==> src/rtl/mux_2.sv <==
// rtl/mux_2.sv - 2:1 steering mux with registered copy, select-change detector and saturating switch counter (optional MUX_2_PARITY_EN adds parity_q)
module mux_2 #(
  parameter int WIDTH = 1,
  parameter int CNT_W = 8
) (
  input  logic             clk,
  input  logic             rst,
  input  logic [WIDTH-1:0] A,
  input  logic [WIDTH-1:0] B,
  input  logic             sel,
  input  logic             en,
  output logic [WIDTH-1:0] Y,
  output logic [WIDTH-1:0] y_q,
  output logic             sel_q,
  output logic             sel_change,
  output logic [CNT_W-1:0] switch_count
`ifdef MUX_2_PARITY_EN
  ,
  output logic             parity_q
`endif
);

  localparam logic [CNT_W-1:0] CNT_MAX = '1;

  // A select edge is any cycle where the live select disagrees with last cycle's copy
  logic sel_diff;
  assign sel_diff = (sel != sel_q);

  // Pure combinational steering; the ternary merges A and B bitwise when sel is unknown
  always_comb begin
    Y = sel ? B : A;
  end

  // Registered copy of the output, select history and saturating switch counter
  always_ff @(posedge clk) begin
    if (rst) begin
      y_q          <= '0;
      sel_q        <= 1'b0;
      sel_change   <= 1'b0;
      switch_count <= '0;
    end else begin
      if (en) begin
        y_q <= Y;
      end
      sel_q      <= sel;
      sel_change <= sel_diff;
      if (sel_diff && (switch_count != CNT_MAX)) begin
        switch_count <= switch_count + 1'b1;
      end
    end
  end

`ifdef MUX_2_PARITY_EN
  // Parity of the selected word, captured alongside y_q
  always_ff @(posedge clk) begin
    if (rst) begin
      parity_q <= 1'b0;
    end else if (en) begin
      parity_q <= ^Y;
    end
  end
`endif

endmodule

==> config.mk <==
export PLATFORM = sky130hd
export DESIGN_NAME = mux_2
export DESIGN_NICKNAME = d
export VERILOG_FILES = /design/src/rtl/mux_2.sv
export SDC_FILE = /design/constraint.sdc
export NUM_CORES = 1
export LEC_CHECK = 0
export CORE_AREA = 3 3 40 42
export DETAILED_ROUTE_END_ITERATION = 6
export DIE_AREA = 0 0 43 45
export PLACE_DENSITY = 0.71
export SLEW_MARGIN = 20
export SYNTH_ARGS = -nofsm -noshare
export SYNTH_HDL_FRONTEND = slang
export SYNTH_SLANG_ARGS = --single-unit
==> constraint.sdc <==
create_clock -name clk -period 1.55 [get_ports clk]
set_input_delay 0.2325 -clock clk [delete_from_list [all_inputs] [get_ports clk]]
set_output_delay 0.2325 -clock clk [all_outputs]
set_load 0.05 [all_outputs]
# ---- Yosys cells after proc, flatten, opt, wreduce, memory -nomap -nowiden
# Cells that the tools add are included.
dict set report word_totals {
  regBits 11
  latch_bits 0
  ram_bits 0
  rom_bits 0
  input_bits 6
  word_cells 9
  n_memories 0
}
dict set report op_classes {
  addsub 1
  mul 0
  div_mod_pow 0
  n_lt_le_gt_ge 0
  eq_ne 2
  n_shift 0
  mux 1
  n_bitwise 0
  n_reduce_logical 1
}
# cell count
set op_table {}
lappend op_table {{$add A8 B1 Y8 const B} 1}
lappend op_table {{$ne A8 B8 Y1 const B} 1}
lappend op_table {{$logic_and A1 B1 Y1} 1}
lappend op_table {{$mux W1} 1}
lappend op_table {{$ne A1 B1 Y1} 1}

# ---- Longest topological paths before layout
# Gate-level depths: netlist of the first run.
dict set report depth {
  ltp_word 2
  ltp_mapped 5
  mapped_depth_nobuf 5
}

# ---- Least setup slack after synthesis of the first run
# OpenSTA, ideal clock, no wires.
dict set report synth_timing {
  path_type {reg-to-reg}
  from {reg switch_count[0]}
  to {reg switch_count[1]}
  t_arrival_ns 1.611
  t_required_ns 1.422
  path_slack_ns -0.189
  stages_incl_launch_ff 6
  n_path_buf 0
  cell_sequence {dfxtp_1 ha_1 nand2_1 o31ai_2 mux2i_1 nor2_1}
}
dict set report synth_via {
  elab_chain_cells 2
  elab_cells_between_ends 3
}
# item line_no
set synth_lines {}
lappend synth_lines {{from (decl)} 16} ;# output logic [CNT_W-1:0] switch_count
lappend synth_lines {{from (signal assigned)} 48} ;# switch_count <= switch_count + 1'b1;
lappend synth_lines {{parallel branches: the longest is 2 deep, another holds $add A8 B1 Y8} -}
# Parallel ways; which one is timed is not known.
# A chain may end at the register's enable or synchronous reset.

# ---- Worst setup path in the final report of the first run
# Same ends and word-level chain as after synthesis.

==> results of run 1 <==
-- worst max-delay path, delay by kind of cell, from the launching register on --
kind,cells,cell delay [ns]
AOI/OAI and AO/OA,1,0.26
adders and majority gates,1,0.20
DFF,1,0.36
muxes,1,0.22
and+or+nand+nor,2,0.23
-- layout make-up --
class                           count  share of cell area
Sequential cell                    11               0.335
Clock buffer                        4              0.0382
Tap cell                           15              0.0273
Multi-Input combinational cell     42               0.398
Timing Repair Buffer               17               0.202
-- cells in the final DEF (no fill, tap or decap), types with 2 or more instances in the layout --
cell	instances
nor2b_1	2
dfxtp_1	3
nor3_1	4
buf_4	12
nor2_1	10
clkdlybuf4s50_1	4
xor2_1	2
clkbuf_4	3
dfxtp_2	8
nand3_1	3
mux2i_1	3
nand2_1	4
a21oi_1	2
-- flip-flops by register name, summed over array words and instances, names as in the netlist --
signal and flops:
switch_count 8, sel_change 1, sel_q 1, y_q 1
-- per-layer routing --
layer	up-vias	share of wire	global-route usage	wire [um]
met5	-	0	0	0
met4	0	0.024	0.0723	25
met3	4	0.086	0.0717	91
met2	21	0.46	0.195	486
met1	202	0.43	0.140	455
li1	236	-	-	-
-- power groups by stage --
| stage | clock network, W | logic (W) | registers [W] |
|---|---|---|---|
| 5_1_grt | 0.000224 | 0.000145 | 0.000312 |
| 3_5_place_dp | 0 | 0.000136 | 0.000317 |
| 4_1_cts | 0.000209 | 0.000135 | 0.000310 |
| 6_report | 0.000197 | 0.000136 | 0.000310 |
| 2_1_floorplan | 0 | 0.0000440 | 0.000363 |
| 3_3_place_gp | 0 | 0.000135 | 0.000317 |
-- metrics by stage --
step	setup WS, ns	utilization
after floorplan	0.0344	-
after global placement	-0.0491	0.505
after detailed placement	-0.0901	0.505
after CTS	0.127	0.525
after global routing	0.0368	0.536
final	0.167	0.536
-- worst min-delay path by stage --
stage,end,slack (ns),cells after the start,start
after floorplan,sel_q,0.30,1,rst
final,sel_q,0.41,2,sel
after global placement,y_q,0.49,2,y_q
after CTS,sel_q,0.41,2,sel
after detailed placement,y_q,0.49,2,y_q
after global routing,sel_q,0.41,2,sel
-- repair_timing --
| action | 4_1_cts | 5_1_grt |
|---|---|---|
| setup endpoints to repair | 1 | 1 |
| endpoints found under the hold margin | 0 | 0 |
| hold buffers | 0 | 0 |
| cloned | 0 | 0 |
| gates resized for setup | 1 | 2 |
-- cells by family (layout without fill, tap and decap cells) --
group,count (synthesis),after routing,synth area share
AOI/OAI and AO/OA,7,7,0.114
muxes,4,4,0.0853
DFF,11,11,0.455
buffers and inverters,1,21,0.00774
and+or+nand+nor,27,27,0.258
adders and majority gates,1,1,0.0258
xor gates and xnor gates,3,3,0.0543
==> metrics list, run 1 <==
* Wire length of the first global-routing pass: 1740 um
* Post-Place Cell Area: ~650 um2
- Clock-pin slew reported for the worst setup and hold paths after clock tree synthesis: 0.07 ns
- Worst hold-check path type: in2reg
* Number of antenna violations at the first check in global routing: 0
* Top cell type by total area after synthesis: dfxtp_1
- Based on the critical path, the design can be clocked at up to between 700 and 800 MHz.
- Vias: 463
- DP Wirelength: 761 um
- Post-Synthesis Cell Area: 484 um2
- Sum of negative setup slack: 0 ns
* Die boundary width: roughly 43 um
- The share of total power dissipated in the clock network is 0.306.
- Final worst-path cycle share: 0.892
- Arrival time at the worst endpoint: 1.53 ns
- Critical path destination: switch_count[1]
- The startpoint identified for the worst register-to-register timing path is switch_count[0].
- Worst Path Required: ~1.7 ns
- Worst-skew pair later-pin latency: 0.27 ns
- For this run the aggregate overflow at the end of global routing stands at 0.
- Number of buffers created by CTS: 3
- With fillers left out, the area of the finished cells amounts to 688 um2.
* Number of buffers between clock root and the deepest sink: 2
- For flop-to-flop paths, the worst setup slack is approximately 0.17 ns.
- In this run the count of I/O pins placed on the die edge is 18.
- The smallest clock period supported by the final layout is computed as 1.38 ns.
- Final Hold Violating Endpoints: 0
- In this run the worst path has a maximum fanout of 6.
- STA classifies the critical path endpoint as a register.
- The flow ran to the end, and the final reports show no timing, DRC or antenna violations.
- The first TritonRoute pass finished after 4 iterations.
- Among all stages on the critical path, the largest delay is contributed by dfxtp_2.
- Post-synth top area share: 0.455
- Final antenna diode count: 0
- The average instance in the mapped netlist occupies 8.97 um2.
- Number of global-route vias before repair: about 430
- The multi-input combinational cells in the finished layout cover a total of 274 um2.
- Final worst clock skew: 0.00289 ns
- Counting tap cells, the placed design contains a total of 85 instances.
- TritonCTS clock tree: done
- Internal power: about 0.00045 W
* EDFF count, synth: 0
- The region available for standard cell placement spans about 1300 um2.
- Final net count: 82
- Actual slew at the worst max-slew pin: between 0.4 and 0.5 ns
- The critical path in this run is classified as reg2reg.
- Cell count after synthesis: 54
- The signal on the critical path passes through ha_1 > nand2_1 > o31ai_4 > mux2i_1 > nor2_1.
- Ranking of synthesized cells by area: dfxtp_1 45%, nor2_1 7.8%, mux2i_1 6.2%
* Placer Congestion: 0.741
- Pin count of the biggest net entering global routing: 12
- During placement, the flow inserted port buffers numbering 17.
- Crit Reg-Reg Endpoint: switch_count[1]
- CTS saw 11 sinks.
- For this run, design rule violations remaining after detail routing come to 0.
- In this run the remaining antenna-violating nets after routing total 0.
- After detailed routing, the average wire length per cell comes to approximately 12 um.
* Iter 0 DRT Violations: 4
- Async set or reset register ratio after synthesis: 0
* Launch point of the critical path: switch_count[0]
- The design draws around 0.00064 W.
* Combinational share of power: 0.212
* Filler cell count: 127
- Summed over all cells, the static leakage comes to 0.276 nW.
- In this run the power density over the cells is just over 900 nW/um2.
- After clock tree synthesis, the setup repair step added 0 buffers.
- Leading cell types by count after synthesis: 11 x dfxtp_1, 10 x nor2_1, 5 x nor3_1
* Number of storage elements in the synthesis netlist: 11
- The final layout contains routed wiring with a total length of roughly 1100 um.
* Crit-path max cell delay: between 0.3 and 0.4 ns
- Measured against its own limit, the worst slew margin works out to 0.703.
- Synthesis instantiated 21 different standard cells from the library.
- Final std cells w/o fill: 89
- Ratio of routed vias to standard cells: between 5 and 6
- Sequential-to-total area share from yosys stat: 0.455
- The total count of max-transition violations in the final report came to 0.
- Maxcap violations: 0
- Area delta synth->final: 42.1%
* Floorplan row count: 13
- H-tree lvl count: 1
- Summed over all nets, the switching power comes to 0.000196 W.
- The most common cell in the synthesized netlist is dfxtp_1.
* Max IR drop VDD: 520 uV
- Of the total power, registers draw 0.482.
* Share of layout cells above drive strength 1: 0.365
- The die covers about 1900 um2.
* WHS: 0.413 ns
- Number of endpoints failing setup at the final stage: 0
- Yosys printed 0 warnings.
- Registers take 230 um2.
* Chip height: roughly 45 um
* Switching part of the total power: 0.305
- Startpoint kind of the worst setup timing path: register
- For this configuration, the core starts out at a cell density of 0.377.
* Total nets after synthesis: 61
- GRT Total Usage: 0.127
- RSZ-0062 raised after global routing: no
* Most frequently used flop master after synthesis: dfxtp_1
* Clk root buf: clkbuf_4
* Reg2Reg Depth: 5
No activity file was read; power rests on OpenSTA's default activity.
==> inputs of run 2 (changes only) <==
--- a/config.mk
+++ b/config.mk
@@ -9,6 +9,7 @@
 export DETAILED_ROUTE_END_ITERATION = 6
 export DIE_AREA = 0 0 43 45
 export PLACE_DENSITY = 0.71
+export SKIP_CTS_REPAIR_TIMING = 1
 export SLEW_MARGIN = 20
 export SYNTH_ARGS = -nofsm -noshare
 export SYNTH_HDL_FRONTEND = slang
==> metrics list, run 2 (synthesis gave the netlist of run 1 again) <==
- Number of buffers between clock root and the deepest sink: 2
* Clock-pin slew reported for the worst setup and hold paths after clock tree synthesis: ~0.07 ns
- Pin count of the biggest net entering global routing: 12
* Vias: 464
- Run status: finished clean
- Along the worst path, the maximum fanout reaches 6.
* Post-Place Cell Area: 649 um2
* Wirelength, routed: 1060 um
- After global routing the overflow that remains totals 0.
- Worst hold-check path type: in2reg
- Ratio of routed vias to standard cells: 5.21
* DP Wirelength: 761 um
* Crit path capture type: register
- Final Hold Violating Endpoints: 0
* Flip-flop and latch area: 230 um2
* Total power: roughly 0.00064 W
* TritonCTS clock tree: done
- Fin crit period: 1.38 ns
* Number of buffers created by CTS: 3
- Routability-driven placement finished with a final weighted congestion of 0.741.
* Total Die Area: 1940 um2
* Final worst-path cycle share: 0.892
* Final net count: 82
- The first routing iteration left 4 violations.
- Clk root buf: clkbuf_4
- Flip-flop count of the largest register, all copies and words added: 8
- Data on the critical path is required at its endpoint by 1.70 ns.
- Post-route antenna net violation count: 0
* Number of detailed-route iterations in the first pass: 4
* CP Cell Sequence: ha_1 > nand2_1 > o31ai_4 > mux2i_1 > nor2_1
- Between clock sinks in the finished design, the worst skew comes to 0.00286 ns.
- Ratio of total power to cell area: 931 nW/um2
* Die boundary width: 43 um
- The first global-routing pass estimated 1740 um of wire.
* RSZ-0062 raised after global routing: no
- Post-route cell area: 692 um2
- Chip height: 45 um
- The total count of max-transition violations in the final report came to 0.
* Floorplan core area: about 1300 um2
- Pin placement for this block handled 18 I/O pins.
- Setup violations remaining at the end of the flow were counted as 0.
- The register with the most flip-flops in the final layout is switch_count.
* Critical path type: reg2reg
- For this configuration, the core starts out at a cell density of 0.377.
- In this design, the largest share of critical-path delay is due to flip-flops.
* Number of antenna violations at the first check in global routing: 0
* Highest achievable clock rate: roughly 720 MHz
* GRT Total Usage: 0.127
- Number of global-route vias before repair: 427
* Number of clock sinks: 11
- Worst-skew pair later-pin latency: 0.27 ns
- Summed over all cells, the static leakage comes to 0.283 nW.
- Counting both buffers and inverters, the worst setup path holds a total of 0.
- For this design, the slowest cell found on the critical path is dfxtp_2.
- Commonest cells after routing, fill and taps aside: 12 x buf_4, 10 x nor2_1, 8 x dfxtp_2
- The filler cells instantiated in the layout total 126.
* Crit-path max cell delay: 0.36 ns
- Floorplan row count: 13
- Across the VDD grid, the largest voltage drop is 520 uV.
- The worst setup path is launched from a register.
- Remaining design rule violation count: 0
* Post-Place Cells: 85
- The tool flagged a number of max-cap violations equal to 0.
* Actual slew at the worst max-slew pin: roughly 0.44 ns
- After detailed routing, the average wire length per cell comes to 11.9 um.
- Final std cells w/o fill: 89
* Arrival time at the worst endpoint: 1.53 ns
* Share of layout cells above drive strength 1: 0.365
* H-tree lvl count: 1
- PortBufs: 17
- Multi-input logic area: 274 um2
* Area delta synth->final: 42.9%
- The library cell used most frequently in the layout, excluding fill and tap cells, is buf_4.
- Worst R2R Setup Slack: about 0.17 ns
* Final antenna diode count: 0
* Relative slew margins: 0.703
[run 2: per-stage QoR]
stage          setup TNS [ns]  hold slack (ns)  setup WS [ns]  utilization
5_1_grt                     0            0.308         0.0368        0.538
4_1_cts               -0.0254            0.530        -0.0254        0.526
3_3_place_gp           -0.183            0.485        -0.0491        0.505
6_report                    0            0.307          0.167        0.538
2_1_floorplan               0            0.304         0.0344            -
3_5_place_dp           -0.364            0.491        -0.0901        0.505
[run 2: path summary, 6_finish.rpt]
| check | from | endpoint | cells after the start |
|---|---|---|---|
| max reg2reg | switch_count[0] | switch_count[1] | 5 |
| min | sel | sel_q | 2 |
| min reg2reg | switch_count[1] | switch_count[1] | 2 |
| max | switch_count[0] | switch_count[1] | 5 |
[run 2: layer usage]
layer | GRT usage | wire, um
met5 | 0 | 0
met4 | 0.0723 | 25
met2 | 0.195 | 485
met3 | 0.0717 | 91
met1 | 0.140 | 457
[run 2: final cells by class]
class | instances | area share
Multi-Input combinational cell | 42 | 0.396
Sequential cell | 11 | 0.333
Timing Repair Buffer | 17 | 0.206
Clock buffer | 4 | 0.0380
Tap cell | 15 | 0.0271
[run 2: power breakdown]
| part | switching, W | internal, W | total (W) |
|---|---|---|---|
| combinational | 0.0000868 | 0.0000503 | 0.000137 |
| clock | 0.0000973 | 0.0000998 | 0.000197 |
| sequential | 0.0000119 | 0.000298 | 0.000310 |
| total | 0.000196 | 0.000448 | 0.000644 |
